## config.mk

```make
export PLATFORM = sky130hd
export DESIGN_NAME = db_multi_fsm
export DESIGN_NICKNAME = d
export VERILOG_FILES = /design/src/rtl/db_multi_fsm.sv
export SDC_FILE = /design/constraint.sdc
export NUM_CORES = 1
export LEC_CHECK = 0
export CAP_MARGIN = 20
export CORE_UTILIZATION = 36
export DETAILED_ROUTE_END_ITERATION = 6
export SETUP_SLACK_MARGIN = 0.02
export SLEW_MARGIN = 20
export SYNTH_ARGS = -nofsm -noshare
export SYNTH_HDL_FRONTEND = slang
export SYNTH_SLANG_ARGS = --single-unit
```

## constraint.sdc

```tcl
create_clock -name clk -period 2.5 [get_ports clk]
set_clock_uncertainty 0.1 [all_clocks]
set_input_delay 0.5 -clock clk [delete_from_list [all_inputs] [get_ports clk]]
set_output_delay 0.5 -clock clk [all_outputs]
set_load 0.1 [all_outputs]
```

## src/rtl/db_multi_fsm.sv

```systemverilog
// ---------------------------------------------------------------------------
// db_multi_fsm
//   Multi-channel switch debouncer. CHANNELS independent raw inputs share one
//   free-running tick prescaler. Each input is synchronised, then has to hold
//   a new level for STABLE_TICKS consecutive ticks before its debounced level
//   changes. One-cycle rise/fall pulses and a registered "changed" flag are
//   produced for downstream UI/control logic.
//
// Parameters
//   CHANNELS      number of independent switch inputs (>=1)
//   TICK_BITS     prescaler width, tick period = 2**TICK_BITS clk cycles (>=1)
//   STABLE_TICKS  consecutive ticks a new level must persist (>=1)
//   SYNC_STAGES   flops in each input synchroniser (>=2)
//   INIT_LEVEL    level of sync flops, FSM state and db after reset (0 or 1)
//
// Ports
//   clk      in   1         system clock, rising edge
//   reset    in   1         asynchronous, active-low reset
//   sw       in   CHANNELS  raw asynchronous switch inputs
//   db       out  CHANNELS  debounced levels, registered
//   rise     out  CHANNELS  1-cycle pulse when db[i] goes 0->1
//   fall     out  CHANNELS  1-cycle pulse when db[i] goes 1->0
//   changed  out  1         registered OR of all rise/fall pulses
// ---------------------------------------------------------------------------
module db_multi_fsm #(
  parameter int CHANNELS     = 4,
  parameter int TICK_BITS    = 19,
  parameter int STABLE_TICKS = 3,
  parameter int SYNC_STAGES  = 2,
  parameter int INIT_LEVEL   = 0
) (
  input  logic                clk,
  input  logic                reset,
  input  logic [CHANNELS-1:0] sw,
  output logic [CHANNELS-1:0] db,
  output logic [CHANNELS-1:0] rise,
  output logic [CHANNELS-1:0] fall,
  output logic                changed
);

  localparam int             CNT_W    = $clog2(STABLE_TICKS + 1);
  localparam logic [CNT_W-1:0] CNT_LAST = CNT_W'(STABLE_TICKS - 1);
  localparam logic           INIT_BIT = (INIT_LEVEL != 0);

  typedef enum logic [1:0] {
    STABLE_LO = 2'd0,
    WAIT_HI   = 2'd1,
    STABLE_HI = 2'd2,
    WAIT_LO   = 2'd3
  } state_t;

  localparam state_t RESET_STATE = INIT_BIT ? STABLE_HI : STABLE_LO;

  // -------------------------------------------------------------------------
  // Shared prescaler: one tick every 2**TICK_BITS cycles
  // -------------------------------------------------------------------------
  logic [TICK_BITS-1:0] q;
  logic                 tick;

  // NOTE: sequential state uses non-blocking (<=) so every flop samples the
  // pre-edge values of the others; blocking here would create ordering races.
  always_ff @(posedge clk or negedge reset) begin
    if (!reset) q <= '0;
    else        q <= q + 1'b1;
  end

  assign tick = &q;

  // -------------------------------------------------------------------------
  // Input synchronisers; the FSMs only ever look at s
  // -------------------------------------------------------------------------
  logic [CHANNELS-1:0][SYNC_STAGES-1:0] sync_q;
  logic [CHANNELS-1:0]                  s;

  always_ff @(posedge clk or negedge reset) begin
    if (!reset) begin
      sync_q <= {(CHANNELS*SYNC_STAGES){INIT_BIT}};
    end else begin
      for (int i = 0; i < CHANNELS; i++)
        sync_q[i] <= {sync_q[i][SYNC_STAGES-2:0], sw[i]};
    end
  end

  always_comb begin
    for (int i = 0; i < CHANNELS; i++) s[i] = sync_q[i][SYNC_STAGES-1];
  end

  // -------------------------------------------------------------------------
  // Per-channel FSM: state register
  // -------------------------------------------------------------------------
  state_t                         state_q [CHANNELS];
  state_t                         state_d [CHANNELS];
  logic [CHANNELS-1:0][CNT_W-1:0] cnt_q, cnt_d;
  logic [CHANNELS-1:0]            db_d, rise_d, fall_d;

  // NOTE: every control flop, including the FSM state and counters, is in
  // the async reset so a reset discards any partial debounce count.
  always_ff @(posedge clk or negedge reset) begin
    if (!reset) begin
      for (int i = 0; i < CHANNELS; i++) state_q[i] <= RESET_STATE;
      cnt_q   <= '0;
      db      <= {CHANNELS{INIT_BIT}};
      rise    <= '0;
      fall    <= '0;
      changed <= 1'b0;
    end else begin
      for (int i = 0; i < CHANNELS; i++) state_q[i] <= state_d[i];
      cnt_q   <= cnt_d;
      db      <= db_d;
      rise    <= rise_d;
      fall    <= fall_d;
      changed <= |(rise | fall);
    end
  end

  // -------------------------------------------------------------------------
  // Next-state logic. A level that reverts on a tick cycle wins over the
  // tick, so the glitch is rejected without counting.
  // -------------------------------------------------------------------------
  always_comb begin
    for (int i = 0; i < CHANNELS; i++) begin
      // NOTE: defaults first, so no path through the case leaves a variable
      // unassigned and no latch is inferred.
      state_d[i] = state_q[i];
      cnt_d[i]   = cnt_q[i];
      case (state_q[i])
        STABLE_LO: if (s[i]) begin
          state_d[i] = WAIT_HI;
          cnt_d[i]   = '0;
        end
        WAIT_HI: begin
          if (!s[i])                      state_d[i] = STABLE_LO;
          else if (tick) begin
            if (cnt_q[i] == CNT_LAST)     state_d[i] = STABLE_HI;
            else                          cnt_d[i]   = cnt_q[i] + 1'b1;
          end
        end
        STABLE_HI: if (!s[i]) begin
          state_d[i] = WAIT_LO;
          cnt_d[i]   = '0;
        end
        WAIT_LO: begin
          if (s[i])                       state_d[i] = STABLE_HI;
          else if (tick) begin
            if (cnt_q[i] == CNT_LAST)     state_d[i] = STABLE_LO;
            else                          cnt_d[i]   = cnt_q[i] + 1'b1;
          end
        end
        default: begin
          state_d[i] = STABLE_LO;
          cnt_d[i]   = '0;
        end
      endcase
    end
  end

  // -------------------------------------------------------------------------
  // Output logic: db only moves on the completing tick of a WAIT state, and
  // the matching edge pulse is registered on that same edge.
  // -------------------------------------------------------------------------
  always_comb begin
    db_d   = db;
    rise_d = '0;
    fall_d = '0;
    for (int i = 0; i < CHANNELS; i++) begin
      case (state_q[i])
        WAIT_HI: if (s[i] && tick && (cnt_q[i] == CNT_LAST)) begin
          db_d[i]   = 1'b1;
          rise_d[i] = 1'b1;
        end
        WAIT_LO: if (!s[i] && tick && (cnt_q[i] == CNT_LAST)) begin
          db_d[i]   = 1'b0;
          fall_d[i] = 1'b1;
        end
        STABLE_LO, STABLE_HI: ;
        default: db_d[i] = 1'b0;
      endcase
    end
  end

endmodule

```

==> summary.md <==
| Metric | Value |
|---|---|
| Worst Tran Pin Value | 637 ps |
| Period Utilization, post-route | 87.2% |
| CTS tree | done |
| Number of distinct library cells after synthesis | 29 |
| Met3 GRT Util | 3.56% |
| Via count of the first global-routing pass | between 1500 and 2000 |
| Number of DRC violations after detailed-routing iteration 0 | 87 |
| Fmax | 459 MHz |
| Final period demand of the worst path | 2180 ps |
| Endpoint class of the critical path | register |
| Max FO, Critical Path | 5 |
| Longest Clk Path Bufs | 2 |
| Total Negative Setup Slacks | 0 ps |
| GRT Util Overall | 14.2% |
| Buffers inserted by post-CTS timing repair | 0 |
| Mapped Cells | 214 |
| Clock edge transition at the registers on the reported setup and hold paths | 90 ps |
| Detailed Routing Iterations Pass 1 | 6 |
| Number of nets with antenna violations after detailed routing | 0 |
| Met1 Track Usage GR | 20.0% |
| Final weighted congestion of routability-driven global placement | between 0.7 and 0.8 |
| Total Nets Final | 250 |
| Detailed-route wire length per cell | 14.1 µm |
| Fraction of final layout cells with drive strength greater than 1 | between 10% and 20% |
| Die span in x | between 80 and 90 µm |
| Total CTS buffers | 5 |
| Critical setup path kind | register to register |
| Worst Setup Start Kind | register |
| Y dimension of the die | 84.0 µm |
| Most frequently used flop master after synthesis | sky130_fd_sc_hd__dfrtp_1 |
| Avg Synthesized Cell Area | 11.3 µm² |
| Worst slew margin | a little under three fifths |
| LEAKAGE | 1.26 nW |
| Number of endpoints failing setup at the final stage | 0 |
| Max-cap viol count | 0 |
| Number of enable flip-flop cells after synthesis | 0 |
| Total number of vias | 1673 |
| Synth async-reset ratio | 100% |
| Die Area | 7050 µm² |
| Post-Syn Area | approximately 2400 µm² |
| Met2 usage | 21.3% |
| CTS Root Buffer Type | sky130_fd_sc_hd__clkbuf_8 |
| Layout Utilization | 43.3% |
| Number of hold buffers added after cts | 0 |
| HPWL after detailed placement | 3120 µm |
| H-Tree Level Count | 2 |
| GRT Max-Usage Layer | met2 |
| Global-route wire length before repair | 7990 µm |
| Starting density of the core | 37.7% |
| Power density of the placed cells | 525 nW/µm² |
| Number of antenna violations at the first check in global routing | 0 |
| Hold WC Path Type | primary input to async pin |
| Port-buffer cells | 18 |
| Number of synthesis warnings | 0 |
| Number of standard-cell rows in the floorplan | 29 |
| Core Box Area | 6420 µm² |
| Final Max Tran Viols | 0 |
| Arrival time reported for the critical path endpoint | 2280 ps |
| Filler cell count | 594 |
| Later-pin clock latency in the skew report | roughly 300 ps |
| Post-detailed-route via-to-cell ratio | 5.28 |
| Global route overflow | 0 |
| Syn Nets | 225 |
| Peak supply drop | 0.000170 V |
| Data required time at the worst endpoint | about 2600 ps |
| Final instance count without filler cells | 317 |
| Maximum number of pins on one net before global-route repair | 30 |
| Total of flip-flops plus latches after synthesis | 56 |
| Portion of the post-synthesis area used by sequential elements | 57.9% |
| Unrepaired setup endpoints after global routing | no |
| P&R area growth vs syn | 15.1% |
| Count of cells resized by post-cts repair | 0 |
| Clock sink total | 56 |
| Final hold viol count | 0 |
| Run status | complete, but fails checks |
| Placed cell count | 309 |
| Post-detailed-routing wire length | 4460 µm |
| DRC viols | 4 |
| Violations in the final reports | design-rule violations |
| Number of ports placed on the die boundary | 19 |
| Antenna Cells | 0 |
==> through the flow <==
step	hold slack (ps)	power, mW	setup slack, ps	area, µm²
2_1_floorplan	104	0.951	359	2420
3_3_place_gp	233	0.984	394	2690
3_5_place_dp	238	0.985	333	2690
4_1_cts	140	1.49	306	2780
5_1_grt	160	1.53	162	2780
6_report	115	1.46	319	2780
==> metal layers <==
metal  up-vias  part of all wire [%]
met2        23                    45
met5         -                     0
met1       818                    51
li1        825                     -
met4         0                   1.5
met3         7                   3.1
==> cell usage in the layout (no fill, tap or decap), types with 3 or more instances in the layout <==
master	instances
sky130_fd_sc_hd__nand2_1	19
sky130_fd_sc_hd__nor4_1	7
sky130_fd_sc_hd__buf_4	17
sky130_fd_sc_hd__nand4_1	3
sky130_fd_sc_hd__a211o_1	4
sky130_fd_sc_hd__xor2_1	4
sky130_fd_sc_hd__a31oi_1	4
sky130_fd_sc_hd__o311ai_0	8
sky130_fd_sc_hd__clkdlybuf4s50_1	4
sky130_fd_sc_hd__xnor2_1	17
sky130_fd_sc_hd__ha_1	5
sky130_fd_sc_hd__a21boi_0	4
sky130_fd_sc_hd__inv_1	11
sky130_fd_sc_hd__mux2_2	3
sky130_fd_sc_hd__clkbuf_8	6
sky130_fd_sc_hd__nand3_1	26
sky130_fd_sc_hd__nor2_1	5
sky130_fd_sc_hd__nor3b_1	10
sky130_fd_sc_hd__dfrtp_1	56
sky130_fd_sc_hd__and3_1	5
sky130_fd_sc_hd__nor3_1	3
sky130_fd_sc_hd__nand2b_1	4
==> state kept, by name, summed over array words and instances, names as in the netlist, named ones only <==
register	count
sync_q	4
cnt_q	8
q	19
s	4
fall	4
rise	4
state_q	4
changed	1
db	4
==> power breakdown <==
group / internal, mW / total (mW) / switching, mW
Clock: 0.227 / 0.497 / 0.270
Sequential: 0.915 / 0.924 / 0.00912
Combinational: 0.0149 / 0.0415 / 0.0266
Total: 1.16 / 1.46 / 0.306
==> worst paths after layout <==
path                            from        to  slack (ps)  cells past startpoint
max                             q[6]  cnt_q[0]         320                      4
min                            reset   rise[1]         110                      1
max reg2reg                     q[6]  cnt_q[0]         320                      4
min reg2reg                sync_q[4]      s[2]         260                      0
max in group asynchronous      reset     q[16]        1610                      2
min in group clk           sync_q[4]      s[2]         260                      0
==> critical path, stage by stage (launching register included) <==
cell and delay (ps):
sky130_fd_sc_hd__dfrtp_1 440, sky130_fd_sc_hd__nand4_2 190, sky130_fd_sc_hd__or4_1 560, sky130_fd_sc_hd__or4_4 550
sky130_fd_sc_hd__o311ai_1 240
==> cells by family after synthesis <==
kind of cell,synth area share (%)
AND/OR/NAND/NOR,20.2
adder cells (fa/ha/maj),2.59
multiplexers,1.40
buffers and inverters,2.53
XOR/XNOR,7.60
AO/OA/AOI/OAI,7.76
flip-flops,57.9
==> cells in the mapped netlist (2+ instances only) <==
master	number	area share, %
sky130_fd_sc_hd__mux2_2	3	1.4
sky130_fd_sc_hd__nor3b_1	10	3.1
sky130_fd_sc_hd__nand2b_1	4	1.0
sky130_fd_sc_hd__nor2_1	5	0.78
sky130_fd_sc_hd__a21boi_0	4	1.2
sky130_fd_sc_hd__nand4_1	3	0.78
sky130_fd_sc_hd__nor3_1	3	0.62
sky130_fd_sc_hd__clkbuf_1	4	0.62
sky130_fd_sc_hd__ha_1	5	2.6
sky130_fd_sc_hd__nand3_1	26	5.4
sky130_fd_sc_hd__and3_1	5	1.3
sky130_fd_sc_hd__o311ai_0	8	2.9
sky130_fd_sc_hd__o311ai_1	2	0.72
sky130_fd_sc_hd__nand2_1	19	2.9
sky130_fd_sc_hd__dfrtp_1	56	58
sky130_fd_sc_hd__o21ai_0	2	0.41
sky130_fd_sc_hd__xnor2_1	17	6.2
sky130_fd_sc_hd__a211o_1	4	1.4
sky130_fd_sc_hd__nor4_1	8	2.1
sky130_fd_sc_hd__a31oi_1	4	1.0
sky130_fd_sc_hd__xor2_1	4	1.4
sky130_fd_sc_hd__inv_1	11	1.7
==> cell type report <==
cell class / count / area [µm²] / share of cell area (%)
inverter: 11 / 41.3 / 1.48
clock buffer: 8 / 90.1 / 3.24
multi-input combinational: 142 / 962 / 34.6
tap: 77 / 96.3 / 3.46
sequential: 56 / 1400 / 50.3
timing repair buffer: 23 / 193 / 6.92
No activity file was read; power rests on OpenSTA's default activity.
